### src/rtl/ball_engine.sv
`timescale 1ns/1ps
// Purpose: game-physics stage feeding the VGA renderer; owns the ball position and direction, serves, bounces and scores.
// Latency: all outputs registered; position/state change on the clk edge that samples frame_tick (serve accepted on its own edge).
// Backpressure: none; frame_tick and serve are single-clk pulses consumed when seen, score pulses last exactly one clk.
//
// Ports:
//   clk, reset (async, active-low)
//   frame_tick, serve                     : one-clk control pulses
//   paddle_left_pos, paddle_right_pos     : paddle top y, sampled on frame_tick
//   ball_pos_x, ball_pos_y                : ball top-left corner, straight to the renderer
//   ball_active, score_left, score_right  : PLAY indicator and one-clk score pulses
//   state                                 : IDLE=0, SERVE_WAIT=1, PLAY=2, SCORED=3
module ball_engine #(
    parameter int unsigned CANVAS_TOP    = 50,
    parameter int unsigned CANVAS_BOTTOM = 450,
    parameter int unsigned CANVAS_LEFT   = 50,
    parameter int unsigned CANVAS_RIGHT  = 600,
    parameter int unsigned BALL_SIZE     = 10,
    parameter int unsigned PADDLE_OFFSET = 20,
    parameter int unsigned PADDLE_WIDTH  = 10,
    parameter int unsigned PADDLE_HEIGHT = 50,
    parameter int unsigned BALL_SPEED    = 2,
    parameter int unsigned SERVE_DELAY   = 60
) (
    input  logic       clk,
    input  logic       reset,
    input  logic       frame_tick,
    input  logic       serve,
    input  logic [9:0] paddle_left_pos,
    input  logic [9:0] paddle_right_pos,
    output logic [9:0] ball_pos_x,
    output logic [9:0] ball_pos_y,
    output logic       ball_active,
    output logic       score_left,
    output logic       score_right,
    output logic [1:0] state
);

    typedef enum logic [1:0] {
        IDLE       = 2'd0,
        SERVE_WAIT = 2'd1,
        PLAY       = 2'd2,
        SCORED     = 2'd3
    } state_t;

    // Geometry is evaluated in 11 bits so x-SPEED and x+SIZE+SPEED never wrap.
    localparam logic [10:0] TOP_W    = 11'(CANVAS_TOP);
    localparam logic [10:0] BOTTOM_W = 11'(CANVAS_BOTTOM);
    localparam logic [10:0] LEFT_W   = 11'(CANVAS_LEFT);
    localparam logic [10:0] RIGHT_W  = 11'(CANVAS_RIGHT);
    localparam logic [10:0] SIZE_W   = 11'(BALL_SIZE);
    localparam logic [10:0] SPEED_W  = 11'(BALL_SPEED);
    localparam logic [10:0] PH_W     = 11'(PADDLE_HEIGHT);
    localparam logic [10:0] LFACE    = 11'(CANVAS_LEFT + PADDLE_OFFSET + PADDLE_WIDTH);
    localparam logic [10:0] RFACE    = 11'(CANVAS_RIGHT - PADDLE_OFFSET - PADDLE_WIDTH);
    localparam logic [9:0]  CX       = 10'((CANVAS_LEFT + CANVAS_RIGHT) / 2 - BALL_SIZE / 2);
    localparam logic [9:0]  CY       = 10'((CANVAS_TOP + CANVAS_BOTTOM) / 2 - BALL_SIZE / 2);

    localparam int CW = (SERVE_DELAY > 1) ? $clog2(SERVE_DELAY) : 1;
    localparam logic [CW-1:0] CNT_LAST = CW'(SERVE_DELAY - 1);

    // Registered state
    state_t        state_q, state_d;
    logic [9:0]    x_q, x_d;
    logic [9:0]    y_q, y_d;
    logic          dir_x_q, dir_x_d;      // 1 = right
    logic          dir_y_q, dir_y_d;      // 1 = down
    logic          serve_dir_q, serve_dir_d;
    logic [CW-1:0] cnt_q, cnt_d;
    logic          score_l_q, score_l_d;
    logic          score_r_q, score_r_d;

    // Widened operands
    logic [10:0] px, py, pl, pr;
    assign px = {1'b0, x_q};
    assign py = {1'b0, y_q};
    assign pl = {1'b0, paddle_left_pos};
    assign pr = {1'b0, paddle_right_pos};

    // Candidate next-frame motion, only committed in PLAY on frame_tick
    logic       ov_l, ov_r;
    logic [9:0] vy;
    logic       vdir;
    logic [9:0] hx;
    logic       hdir;
    logic       miss_l, miss_r;

    always_comb begin
        // Paddle overlap uses the pre-move y, so horizontal sees the old row.
        ov_l = (py + SIZE_W > pl) && (py < pl + PH_W);
        ov_r = (py + SIZE_W > pr) && (py < pr + PH_W);

        vy   = y_q;
        vdir = dir_y_q;
        if (dir_y_q) begin
            if (py + SIZE_W + SPEED_W > BOTTOM_W) begin
                vy   = 10'(BOTTOM_W - SIZE_W);
                vdir = 1'b0;
            end else begin
                vy = 10'(py + SPEED_W);
            end
        end else begin
            if (py < TOP_W + SPEED_W) begin
                vy   = 10'(TOP_W);
                vdir = 1'b1;
            end else begin
                vy = 10'(py - SPEED_W);
            end
        end

        hx     = x_q;
        hdir   = dir_x_q;
        miss_l = 1'b0;
        miss_r = 1'b0;
        if (!dir_x_q) begin
            // Face-crossing test: a ball already behind the face is never reflected.
            if ((px >= LFACE) && (px - SPEED_W < LFACE) && ov_l) begin
                hx   = 10'(LFACE);
                hdir = 1'b1;
            end else if (px < LEFT_W + SPEED_W) begin
                miss_l = 1'b1;
            end else begin
                hx = 10'(px - SPEED_W);
            end
        end else begin
            if ((px + SIZE_W <= RFACE) && (px + SIZE_W + SPEED_W > RFACE) && ov_r) begin
                hx   = 10'(RFACE - SIZE_W);
                hdir = 1'b0;
            end else if (px + SIZE_W + SPEED_W > RIGHT_W) begin
                miss_r = 1'b1;
            end else begin
                hx = 10'(px + SPEED_W);
            end
        end
    end

    always_comb begin
        state_d     = state_q;
        x_d         = x_q;
        y_d         = y_q;
        dir_x_d     = dir_x_q;
        dir_y_d     = dir_y_q;
        serve_dir_d = serve_dir_q;
        cnt_d       = cnt_q;
        score_l_d   = 1'b0;
        score_r_d   = 1'b0;

        case (state_q)
            IDLE: begin
                x_d = CX;
                y_d = CY;
                // A coincident frame_tick is deliberately not counted.
                if (serve) begin
                    state_d = SERVE_WAIT;
                    cnt_d   = '0;
                    dir_x_d = serve_dir_q;
                    dir_y_d = 1'b1;
                end
            end
            SERVE_WAIT: begin
                if (frame_tick) begin
                    if (cnt_q == CNT_LAST) begin
                        state_d = PLAY;
                    end else begin
                        cnt_d = cnt_q + 1'b1;
                    end
                end
            end
            PLAY: begin
                if (frame_tick) begin
                    if (miss_l) begin
                        // Ball frozen at its last legal spot; next serve heads to the conceding side.
                        score_r_d   = 1'b1;
                        serve_dir_d = 1'b0;
                        state_d     = SCORED;
                    end else if (miss_r) begin
                        score_l_d   = 1'b1;
                        serve_dir_d = 1'b1;
                        state_d     = SCORED;
                    end else begin
                        x_d     = hx;
                        y_d     = vy;
                        dir_x_d = hdir;
                        dir_y_d = vdir;
                    end
                end
            end
            SCORED: begin
                if (frame_tick) begin
                    x_d     = CX;
                    y_d     = CY;
                    state_d = IDLE;
                end
            end
        endcase
    end

    always_ff @(posedge clk or negedge reset) begin
        if (!reset) begin
            state_q     <= IDLE;
            x_q         <= CX;
            y_q         <= CY;
            dir_x_q     <= 1'b1;
            dir_y_q     <= 1'b1;
            serve_dir_q <= 1'b1;
            cnt_q       <= '0;
            score_l_q   <= 1'b0;
            score_r_q   <= 1'b0;
        end else begin
            state_q     <= state_d;
            x_q         <= x_d;
            y_q         <= y_d;
            dir_x_q     <= dir_x_d;
            dir_y_q     <= dir_y_d;
            serve_dir_q <= serve_dir_d;
            cnt_q       <= cnt_d;
            score_l_q   <= score_l_d;
            score_r_q   <= score_r_d;
        end
    end

    assign ball_pos_x  = x_q;
    assign ball_pos_y  = y_q;
    assign ball_active = (state_q == PLAY);
    assign score_left  = score_l_q;
    assign score_right = score_r_q;
    assign state       = state_q;

endmodule

### config.mk
export PLATFORM = sky130hd
export DESIGN_NAME = ball_engine
export DESIGN_NICKNAME = d
export VERILOG_FILES = /design/src/rtl/ball_engine.sv
export SDC_FILE = /design/constraint.sdc
export NUM_CORES = 1
export LEC_CHECK = 0
export CORE_ASPECT_RATIO = 0.9
export CORE_MARGIN = 2
export CORE_UTILIZATION = 35
export CTS_CLUSTER_DIAMETER = 80
export DETAILED_ROUTE_END_ITERATION = 10
export HOLD_SLACK_MARGIN = 0.03
export PLACE_DENSITY = 0.55
export REMOVE_ABC_BUFFERS = 1
export SYNTH_ARGS = -nofsm -noshare
export SYNTH_HDL_FRONTEND = slang
export SYNTH_SLANG_ARGS = --single-unit
### constraint.sdc
create_clock -name clk -period 4.49 [get_ports clk]
set_clock_uncertainty 0.05 [all_clocks]
set_input_delay 0.898 -clock clk [delete_from_list [all_inputs] [get_ports clk]]
set_output_delay 0.898 -clock clk [all_outputs]
set_load 0.02 [all_outputs]
==> reports/metrics.cfg <==
[timing]
period_needed_ns=4.153
setup_viol=0
layout_worst_path_cycle_share=0.9249
hold_violations=0
fin_tns_setup_ns=0
worstMarginPinSlew_ns=0.6386
max_freq_mhz=240.8
slew_viol_final=0
slew-limit-headroom=0.5698
rsz0062_at_grt=false
setup_ws_ns=0.3373

[yosys]
synth-compound-area-share=0.2813
synth_area_um2=4420
synth.avg_cell_area_um2=7.965
synth_top_area_share=0.1613
synthSimpleGateAreaFrac=0.2168
ys_ff_latch=32
syn-instance-count=555
synthAdderAreaFrac=0.1613
synthTopCellsByArea=ha_1 (16%), dfrtp_1 (12%), dfstp_2 (6.5%)
yosysMostFrequentCell=ha_1
synth_top_family_by_area=compound AO/OA/AOI/OAI gates
synth_top_area_cell=ha_1
synthTopCellsByCount=ha_1 (57), nand2_1 (42), inv_1 (41)
async_flop_share=1.000
muxShareOfSynthArea=0.01274
ys.flop_type=dfrtp_1
synth_edf_count=0
synth_xor_area_frac=0.07331
synth_warnings=0
seq_area_frac_synth=0.1843
ys_types=78

[worst_setup_path]
start_kind=input port
cp_data_arrival_time_ns=4.31
critPathMaxFanout=13
criticalPathCategory=input port to flop
reg2reg_slack_ns=0.51
critPathRequiredTime_ns=4.65
r2r_start=ball_pos_y[2]
end_kind=flop
worstReg2RegEnd=state[1]
r2r_cells=15

[power]
p_sw_mw=1.600
switching_share=0.5130
pwr-share-clk=0.111
seqPwrFrac=0.185
pwr_density_cell_nw_per_um2=598.3
p_leak_nw=2.092
pwr-share-comb=0.704
p_int_mw=1.519
vdd_ir_drop_max_uv=204.3
power.total_mw=3.119

[clock_network]
cts_buffers=5
cts.sinks=32
root_buffer=clkbuf_16
clk_pin_slew_ns=0.05
hold_buffers=0
cts_resized=0
clock_latency_ns=0.28
clk_path_buf_depth=2
post-cts-setup-buffers=0
cts_tree=built
htree_levels=2

[grt]
gr-usage-all-layers=0.1938
grt_max_degree=33
grt_pass1_wl_um=21370
grt_pass1_vias=4208
top_usage_layer=met2
use_met1=0.2838
grt_use_met2=0.3048
antenna_found_initial=0
grtUsageMet3=0.01756
grt_overflow_total=0

[hold_path]
holdPathEnd=serve_dir_q
hold_class=flop to flop
hold_path_depth=2
min-delay-start=serve_dir_q

[drt]
first_pass_iters=6
wl_per_cell_um=17.24
drc=0
wirelength_um=13030
drt_iter0_drc=405
detail-route-antenna-nets=0
vias=4360
viasPerCell=5.767

[floorplan]
initial_core_util=0.3632
die_h_um=110.6
ios=49
core_um2=12170
fp.dieArea_um2=13550
num_rows=38
die_w_um=122.5

[placement]
place.port_buffers=47
place.gp.congestion=0.9231
dpl.hpwl_um=9961
place_inst=748
dp_slack_ns=0.03595

[final_layout]
areaGrowthSynthToFinish_pct=17.95
fin_util=0.4284
drive_gt1_frac=0.09899
antennaDiodeCount=0
nets=676
fin_cells=756

[status]
outcome=complete, no violations

[flow_run]
cap_violations=0

## sequential cells by signal, summed over array words and instances (netlist names)
name	cells
serve_dir_q	1
score_left	1
dir_x_q	1
ball_pos_y	10
ball_pos_x	9
cnt_q	6
state	2
score_right	1
dir_y_q	1
## layer usage
| layer | share of wire | vias to the layer above |
|---|---|---|
| met1 | 0.50 | 2082 |
| met2 | 0.45 | 133 |
| met4 | 0.0089 | 0 |
| li1 | - | 2134 |
| met3 | 0.042 | 11 |
| met5 | 0 | - |
## power groups by stage
stage          sequential [mW]  clock, mW  combinational [mW]
2_1_floorplan            0.620          0                1.41
3_3_place_gp             0.574          0                2.14
3_5_place_dp             0.574          0                2.17
4_1_cts                  0.572      0.350                2.18
5_1_grt                  0.591      0.364                2.43
6_report                 0.577      0.345                2.20
## cells in the final DEF (no fill, tap or decap), types with 5 or more instances in the layout
cell,netlist,layout
o31ai_1,5,5
nand4_1,16,16
inv_1,41,41
nor3_1,25,25
a211oi_1,12,11
nand2b_1,9,9
clkdlybuf4s50_1,0,47
nand3_1,14,14
o2111ai_1,6,6
nor2_1,37,37
dfrtp_1,21,21
o21ai_0,37,37
a21oi_1,24,24
nand2_1,42,42
a31oi_1,7,7
xnor2_1,30,30
buf_4,2,16
nor4_1,5,5
nor2b_1,6,6
a21boi_0,5,5
xor2_1,7,7
nand3b_1,9,9
ha_1,57,57
dfstp_2,11,11
clkbuf_16,0,5
## how the worst max path moves through the flow
stage                              from             to  slack (ns)  cells past startpoint
global placement    paddle_right_pos[1]  ball_pos_y[2]        0.12                     14
global route        paddle_right_pos[1]  ball_pos_y[2]        0.03                     14
floorplan           paddle_right_pos[1]  ball_pos_x[6]        0.70                     13
finish              paddle_right_pos[1]  ball_pos_y[2]        0.34                     14
CTS                 paddle_right_pos[1]  ball_pos_y[2]        0.32                     14
detailed placement  paddle_right_pos[1]  ball_pos_y[2]        0.04                     14
## critical path: stages
cell	delay, ns
clkdlybuf4s50_1	0.51
inv_1	0.07
nor3_1	0.33
nor3_1	0.15
xnor2_1	0.15
ha_1	0.29
a21boi_0	0.13
o311ai_0	0.33
a21oi_1	0.17
a211oi_4	0.25
a31oi_4	0.18
a211o_2	0.42
nand2b_4	0.21
mux2i_1	0.21
## cell families after synthesis
kind of cell / count (synthesis)
buffers and inverters: 72
AOI/OAI and AO/OA: 166
other: 1
xor gates and xnor gates: 37
and+or+nand+nor: 185
DFF: 32
muxes: 5
adders and majority gates: 57
## per-stage QoR
| stage | cell area, um^2 | hold slack (ns) |
|---|---|---|
| global placement | 5067 | 0.4374 |
| detailed placement | 5067 | 0.4445 |
| CTS | 5214 | 0.4519 |
| finish | 5214 | 0.4482 |
| floorplan | 4272 | 0.4234 |
| global route | 5214 | 0.4845 |
## cell type report
cell class | instances | area [um^2]
inverter | 42 | 157.7
fill | 1266 | 6958
tap | 160 | 200.2
timing repair buffer | 63 | 590.6
clock buffer | 8 | 146.4
multi-input combinational | 451 | 3304
sequential | 32 | 814.5
No activity file was read; power rests on OpenSTA's default activity.
